`config.mk`:
```
export PLATFORM = sky130hd
export DESIGN_NAME = pattern_sequencer
export DESIGN_NICKNAME = d
export VERILOG_FILES = /design/src/rtl/pattern_sequencer.sv
export SDC_FILE = /design/constraint.sdc
export NUM_CORES = 1
export LEC_CHECK = 0
export BUFFER_PORTS_ARGS = -buffer_cell sky130_fd_sc_hd__buf_2
export CORE_MARGIN = 2
export CORE_UTILIZATION = 30
export CTS_CLUSTER_DIAMETER = 150
export CTS_CLUSTER_SIZE = 28
export DETAILED_ROUTE_END_ITERATION = 8
export GPL_TIMING_DRIVEN = 0
export HOLD_SLACK_MARGIN = 0.05
export PLACE_DENSITY = 0.51
export RECOVER_POWER = 25
export SYNTH_ARGS = -nofsm -noshare
export SYNTH_HDL_FRONTEND = slang
export SYNTH_SLANG_ARGS = --single-unit
export TNS_END_PERCENT = 100
```
`constraint.sdc`:
```
create_clock -name pclk -period 6.33 [get_ports pclk]
set_input_delay 1.899 -clock pclk [delete_from_list [all_inputs] [get_ports pclk]]
set_output_delay 1.899 -clock pclk [all_outputs]
set_load 0.01 [all_outputs]
```
`src/rtl/pattern_sequencer.sv`:
```
// Selects the test pattern for the pixel datapath. The mode only changes on frame
// boundaries; it advances on a debounced button press or automatically every N frames.
module pattern_sequencer #(
    parameter int unsigned DEBOUNCE_CYCLES = 90000,
    parameter int unsigned AUTO_FRAMES     = 300,
    parameter int unsigned NUM_MODES       = 4,
    parameter int unsigned LED_TICKS       = 4500000
) (
    input  logic       pclk,
    input  logic       reset,
    input  logic       userbtn,
    input  logic       newframe,
    input  logic       auto_en,
    output logic [1:0] mode,
    output logic       mode_changed,
    output logic [5:0] led
);

    localparam logic [19:0] DB_LAST   = 20'(DEBOUNCE_CYCLES - 1);
    localparam logic [15:0] AUTO_LAST = 16'(AUTO_FRAMES - 1);
    localparam logic [1:0]  MODE_LAST = 2'(NUM_MODES - 1);
    localparam logic [31:0] LED_LAST  = 32'(LED_TICKS - 1);

    typedef enum logic {
        IDLE    = 1'b0,
        PENDING = 1'b1
    } state_t;

    logic        btn_meta_q;
    logic        btn_sync_q;
    logic [19:0] db_cnt_q;
    logic [19:0] db_cnt_d;
    logic        db_level_q;
    logic        db_level_d;
    logic        press_q;
    logic        press_d;

    logic [15:0] frame_cnt_q;
    logic [15:0] frame_cnt_d;
    logic        auto_fire;
    logic        advance;
    logic [1:0]  mode_next;

    state_t      state_q;
    logic [1:0]  mode_q;
    logic        mode_changed_q;

    logic [31:0] led_cnt_q;
    logic [31:0] led_cnt_d;
    logic [5:0]  led_q;
    logic [5:0]  led_d;

    // Two-flop synchronizer; idles at the released (high) level.
    always_ff @(posedge pclk) begin
        if (reset) begin
            btn_meta_q <= 1'b1;
            btn_sync_q <= 1'b1;
        end else begin
            btn_meta_q <= userbtn;
            btn_sync_q <= btn_meta_q;
        end
    end

    // The new level is accepted only after it has held for DEBOUNCE_CYCLES cycles.
    always_comb begin
        db_cnt_d   = '0;
        db_level_d = db_level_q;
        press_d    = 1'b0;
        if (btn_sync_q != db_level_q) begin
            if (db_cnt_q == DB_LAST) begin
                db_level_d = btn_sync_q;
                press_d    = ~btn_sync_q;
            end else begin
                db_cnt_d = db_cnt_q + 20'd1;
            end
        end
    end

    always_ff @(posedge pclk) begin
        if (reset) begin
            db_cnt_q   <= '0;
            db_level_q <= 1'b1;
            press_q    <= 1'b0;
        end else begin
            db_cnt_q   <= db_cnt_d;
            db_level_q <= db_level_d;
            press_q    <= press_d;
        end
    end

    // A pending press and an auto tick landing on the same frame merge into one step.
    assign auto_fire = newframe && auto_en && (frame_cnt_q == AUTO_LAST);
    assign advance   = newframe && ((state_q == PENDING) || auto_fire);
    assign mode_next = (mode_q == MODE_LAST) ? 2'd0 : mode_q + 2'd1;

    always_comb begin
        frame_cnt_d = frame_cnt_q;
        if (!auto_en || advance) begin
            frame_cnt_d = '0;
        end else if (newframe) begin
            frame_cnt_d = frame_cnt_q + 16'd1;
        end
    end

    always_ff @(posedge pclk) begin
        if (reset) begin
            frame_cnt_q <= '0;
        end else begin
            frame_cnt_q <= frame_cnt_d;
        end
    end

    always_ff @(posedge pclk) begin
        if (reset) begin
            state_q        <= IDLE;
            mode_q         <= 2'd0;
            mode_changed_q <= 1'b0;
        end else begin
            mode_changed_q <= advance;
            if (advance) begin
                mode_q <= mode_next;
            end
            case (state_q)
                IDLE: begin
                    if (press_q) begin
                        state_q <= PENDING;
                    end
                end
                PENDING: begin
                    if (newframe) begin
                        state_q <= IDLE;
                    end
                end
                default: state_q <= IDLE;
            endcase
        end
    end

    // Heartbeat chaser, free-running and independent of the mode logic.
    always_comb begin
        led_cnt_d = led_cnt_q + 32'd1;
        led_d     = led_q;
        if (led_cnt_q == LED_LAST) begin
            led_cnt_d = '0;
            led_d     = {led_q[4:0], led_q[5]};
        end
    end

    always_ff @(posedge pclk) begin
        if (reset) begin
            led_cnt_q <= '0;
            led_q     <= 6'b111110;
        end else begin
            led_cnt_q <= led_cnt_d;
            led_q     <= led_d;
        end
    end

    assign mode         = mode_q;
    assign mode_changed = mode_changed_q;
    assign led          = led_q;

endmodule

```
After elaboration in Yosys (flattened, before gate mapping)

Cells that the tools add are included.

Output and inout port bits: 9
Register bits: 82
Word-level logic and storage cells: 39

Muxes and demuxes: 4
Bitwise gates (word level): 4
Equal/unequal tests: 5
Reduce and logical (&&, ||, !) cells: 11
Add/subtract/negate cells: 4

Operators by type and width:

| cell                    | number |
|---|---|
| $add A32 B1 Y32 const B | 1 |
| $eq A32 B23 Y1 const B  | 1 |
| $add A20 B1 Y20 const B | 1 |
| $eq A20 B17 Y1 const B  | 1 |
| $add A16 B1 Y16 const B | 1 |
| $eq A16 B9 Y1 const B   | 1 |
| $reduce_or A3 Y1        | 2 |
| $not A1 Y1              | 4 |
| $reduce_or A2 Y1        | 2 |
| $logic_and A1 B1 Y1     | 3 |
| $add A2 B1 Y2 const B   | 1 |
| $eq A2 B2 Y1 const B    | 1 |
| $logic_or A1 B1 Y1      | 2 |
| $mux W1                 | 2 |
| $mux W2                 | 1 |
| $pmux W1 S2             | 1 |
| $reduce_and A2 Y1       | 1 |
| $logic_not A1 Y1        | 1 |
| $ne A1 B1 Y1            | 1 |

Depth between registers and ports, before layout

Depth after elaboration: 6
Gate-level depth with buffers: 7
Depth with buffers taken out: 5

Worst setup path after synthesis

Ideal clock, no wire load.

Path kind: input to register
From: in newframe
To: reg frame_cnt_q[10]
Stages: 6
Arrival time: 3.374 ns
Setup slack: 2.829 ns
Data required time: 6.202 ns
Setup time: 0.128 ns
Path through: buf_2 > nand2_1 > or4_1 > o2111ai_1 > clkbuf_1 > nor2_1

Cells in the longest elaborated chain, start to end: 6

RTL lines:

| item                              | RTL line | source |
|---|---|---|
| start: declaration                | 12       | `input logic newframe,` |
| $logic_and A1 B1 Y1 (2 in series) | 92       | `assign auto_fire = newframe && auto_en && (frame_cnt_q == AUTO_LAST);` |
| $logic_or A1 B1 Y1                | 93       | `assign advance = newframe && ((state_q == PENDING) \|\| auto_fire);` |
| $logic_and A1 B1 Y1               | 93       |  |
| $logic_or A1 B1 Y1                | 98       | `if (!auto_en \|\| advance) begin` |
| $reduce_or A2 Y1 (no line)        | -        |  |
| end signal: assignment            | 109      | `frame_cnt_q <= frame_cnt_d;` |
| end: declaration                  | 38       | `logic [15:0] frame_cnt_q;` |

Parallel ways exist; a longest one is shown, timed or not.
A chain may end at the register's enable or synchronous reset.

Worst setup path after layout

Same ends and word-level chain as after synthesis.

==> flow_summary.toml <==
[synth]
async_flop_share_pct = 0
synth_area_um2 = 3870
syn_nets = 468
postSynthAreaPerCell_um2 = 8.44
synth_cell_types = 46
synth_edf_count = 0
synth_seq_area_share_pct = 42.4
yosys_warnings = 0
ys.flop_type = "dfxtp_1"
ys_ff_latch = 82
syn_inst = 459

[critical_path]
crit_chain = "buf_2 -> nand2_1 -> or4_1 -> o2111ai_1 -> clkbuf_1 -> nor2_1"
crit_path_end_kind = "register"
worstPathArrival_ps = 3710
critPathBufInv = 2
crit_fanout = 10
slowest_delay_ps = 530
cpMaxStageDelayCell = "o2111ai_1"
worst-setup-path-type = "in2reg"
required_ps = 6540
r2r_start = "led_cnt_q[22]"
critPathTopFamily = "simple AND/OR/NAND/NOR gates"
critPathLaunchType = "input pin"
crit_start = "newframe"

[clock_tree]
ctsLongestPathBuffers = 2
cts_tree = "yes"
clock-sinks = 82
clk_pin_slew_ps = 60
clock-root-buffer = "clkbuf_16"
postCtsHoldBufs = 0
cts_setup_buffers = 0
cts_made_buffers = 9
htreeDepth = 3
insertion_delay_ps = 340
cts_resized = 0

[sta]
setup_viol = 0
finalHoldViolCount = 0
fin_worst_skew_ps = 4.66
tightest_slew_ps = 777
setup_tns_ps = 0
max_slew_margin_pct = 47.9
maxSlewViolCount = 0
fmax_mhz = 286
rsz0062_at_grt = "false"
min_period_ps = 3490
finalCritPeriodShare_pct = 55.2

[cells_and_area]
diodes = 0
nets = 491
layout_common_cells = "82 x dfxtp_1, 50 x nor2_1, 37 x nand2_1"
area_delta_synth_final_pct = 13.9
mostFrequentLayoutCell = "dfxtp_1"
num-fill-cells = 1361
stdcell_area_um2 = 4410
layout-drive-gt1-share_pct = 8.02

[min_path]
hold_start = "btn_meta_q"
hp-class = "reg2reg"

[place]
dpl.hpwl_mm = 6.32
placed_area_um2 = 4150
gp_congestion = 0.765
port_buffers = 12

[detailed_routing]
drc = 0
drtIter0Drc = 204
vias = 3407
detail_route.wl_per_cell_um = 13.5
ant_nets = 0
wl_mm = 8.86
dr.pass1.iters = 4
vias_per_cell = 5.18

[power_and_ir_drop]
clockPowerShare_pct = 46.7
comb_power_share_pct = 2.5
power.static_leakage_uw = 0.00130
p_sw_share_pct = 22.2
p_int_uw = 803
peakVddDrop_mv = 0.0915
p_per_area_nw_per_um2 = 234
switching_power_uw = 229
p_seq_share_pct = 50.7

[flow_run]
maxCapViolCount = 0

[grt]
grt.busiest_layer = "met2"
gr-usage-all-layers_pct = 13.3
use_met2_pct = 19.6
use_met1_pct = 18.3
antenna_found_initial = 0
grt_pass1_wl_mm = 15.2
grt_use_met3_pct = 2.71
grt_max_degree = 14
grt_pass1_vias = 3104
grt_overflow = 0

[floorplan]
core_um2 = 12600
die_area_um2 = 13800
die_x_um = 118
die_h_um = 118
rows = 41
start_util_pct = 30.7
io-pin-count = 14

[run_status]
status = "finished, final reports clean"
==> per-stage QoR <==
stage	power, uW	hold WS (ps)	setup WS [ps]	util (%)	instances
6_report	1030	410	2840	35.0	658
4_1_cts	1050	410	2790	35.0	658
3_3_place_gp	561	395	2450	32.9	643
3_5_place_dp	562	395	2420	32.9	643
2_1_floorplan	553	389	2830	-	459
5_1_grt	1080	426	2610	35.0	658
==> cells by family after synthesis <==
| kind of cell | Yosys count | synth area share [%] |
|---|---|---|
| muxes | 4 | 1.07 |
| DFF | 82 | 42.4 |
| AOI/OAI and AO/OA | 69 | 10.9 |
| xor gates and xnor gates | 36 | 8.14 |
| buffers and inverters | 27 | 2.87 |
| and+or+nand+nor | 237 | 33.4 |
| adders and majority gates | 4 | 1.29 |
==> final cells by class <==
| class | instances | area (um2) | share of cell area (%) |
|---|---|---|---|
| Timing Repair Buffer | 12 | 51.3 | 1.16 |
| Tap cell | 172 | 215 | 4.88 |
| Inverter | 8 | 30.0 | 0.681 |
| Multi-Input combinational cell | 350 | 2120 | 48.1 |
| Clock inverter | 4 | 28.8 | 0.652 |
| Clock buffer | 11 | 243 | 5.50 |
| Sequential cell | 82 | 1640 | 37.2 |
| Buffer | 19 | 81.3 | 1.84 |
==> power groups by stage <==
stage	combinational [uW]	sequential, uW	clock [uW]
after global routing	29.6	524	523
after detailed placement	26.5	535	0
after CTS	26.7	523	498
after global placement	26.1	535	0
final	26.0	524	482
after floorplan	18.6	534	0
==> routing by layer <==
metal	up-vias	routed length, um	part of all wire (%)
li1	1746	-	-
met1	1600	4530	51
met2	50	3820	43
met3	11	345	3.9
met4	0	156	1.8
met5	-	0	0
==> sequential cells by signal, indices dropped and copies added, names as in the netlist <==
| register | count |
|---|---|
| led_cnt_q | 32 |
| db_cnt_q | 20 |
| frame_cnt_q | 16 |
| led | 6 |
| mode | 2 |
| btn_meta_q | 1 |
| btn_sync_q | 1 |
| db_level_q | 1 |
| mode_changed | 1 |
| press_q | 1 |
| state_q | 1 |
==> Yosys cell counts, types with 4 or more instances <==
library cell	n	area, um2
a21oi_1	26	130
or4_1	16	120
nand2_1	37	139
inv_1	8	30.0
nor3_1	9	45.0
or3_1	16	100
nand3_1	29	145
and3_1	8	50.1
clkbuf_1	10	37.5
xnor2_1	21	184
nor4_1	18	113
buf_2	7	35.0
dfxtp_1	82	1640
nand4_1	28	175
and4_1	7	61.3
ha_1	4	50.1
nor2_1	50	188
o21ai_0	19	95.1
o31ai_1	13	97.6
xor2_1	15	131
==> path summary, 6_finish.rpt <==
path / end / slack, ps / cells past startpoint
worst max-delay path: frame_cnt_q[10] / 2840 / 6
worst min-delay path: btn_sync_q / 410 / 1
worst max register to register: led_cnt_q[2] / 3740 / 6
worst min register to register: btn_sync_q / 410 / 1
(Power assumes the default switching activity.)
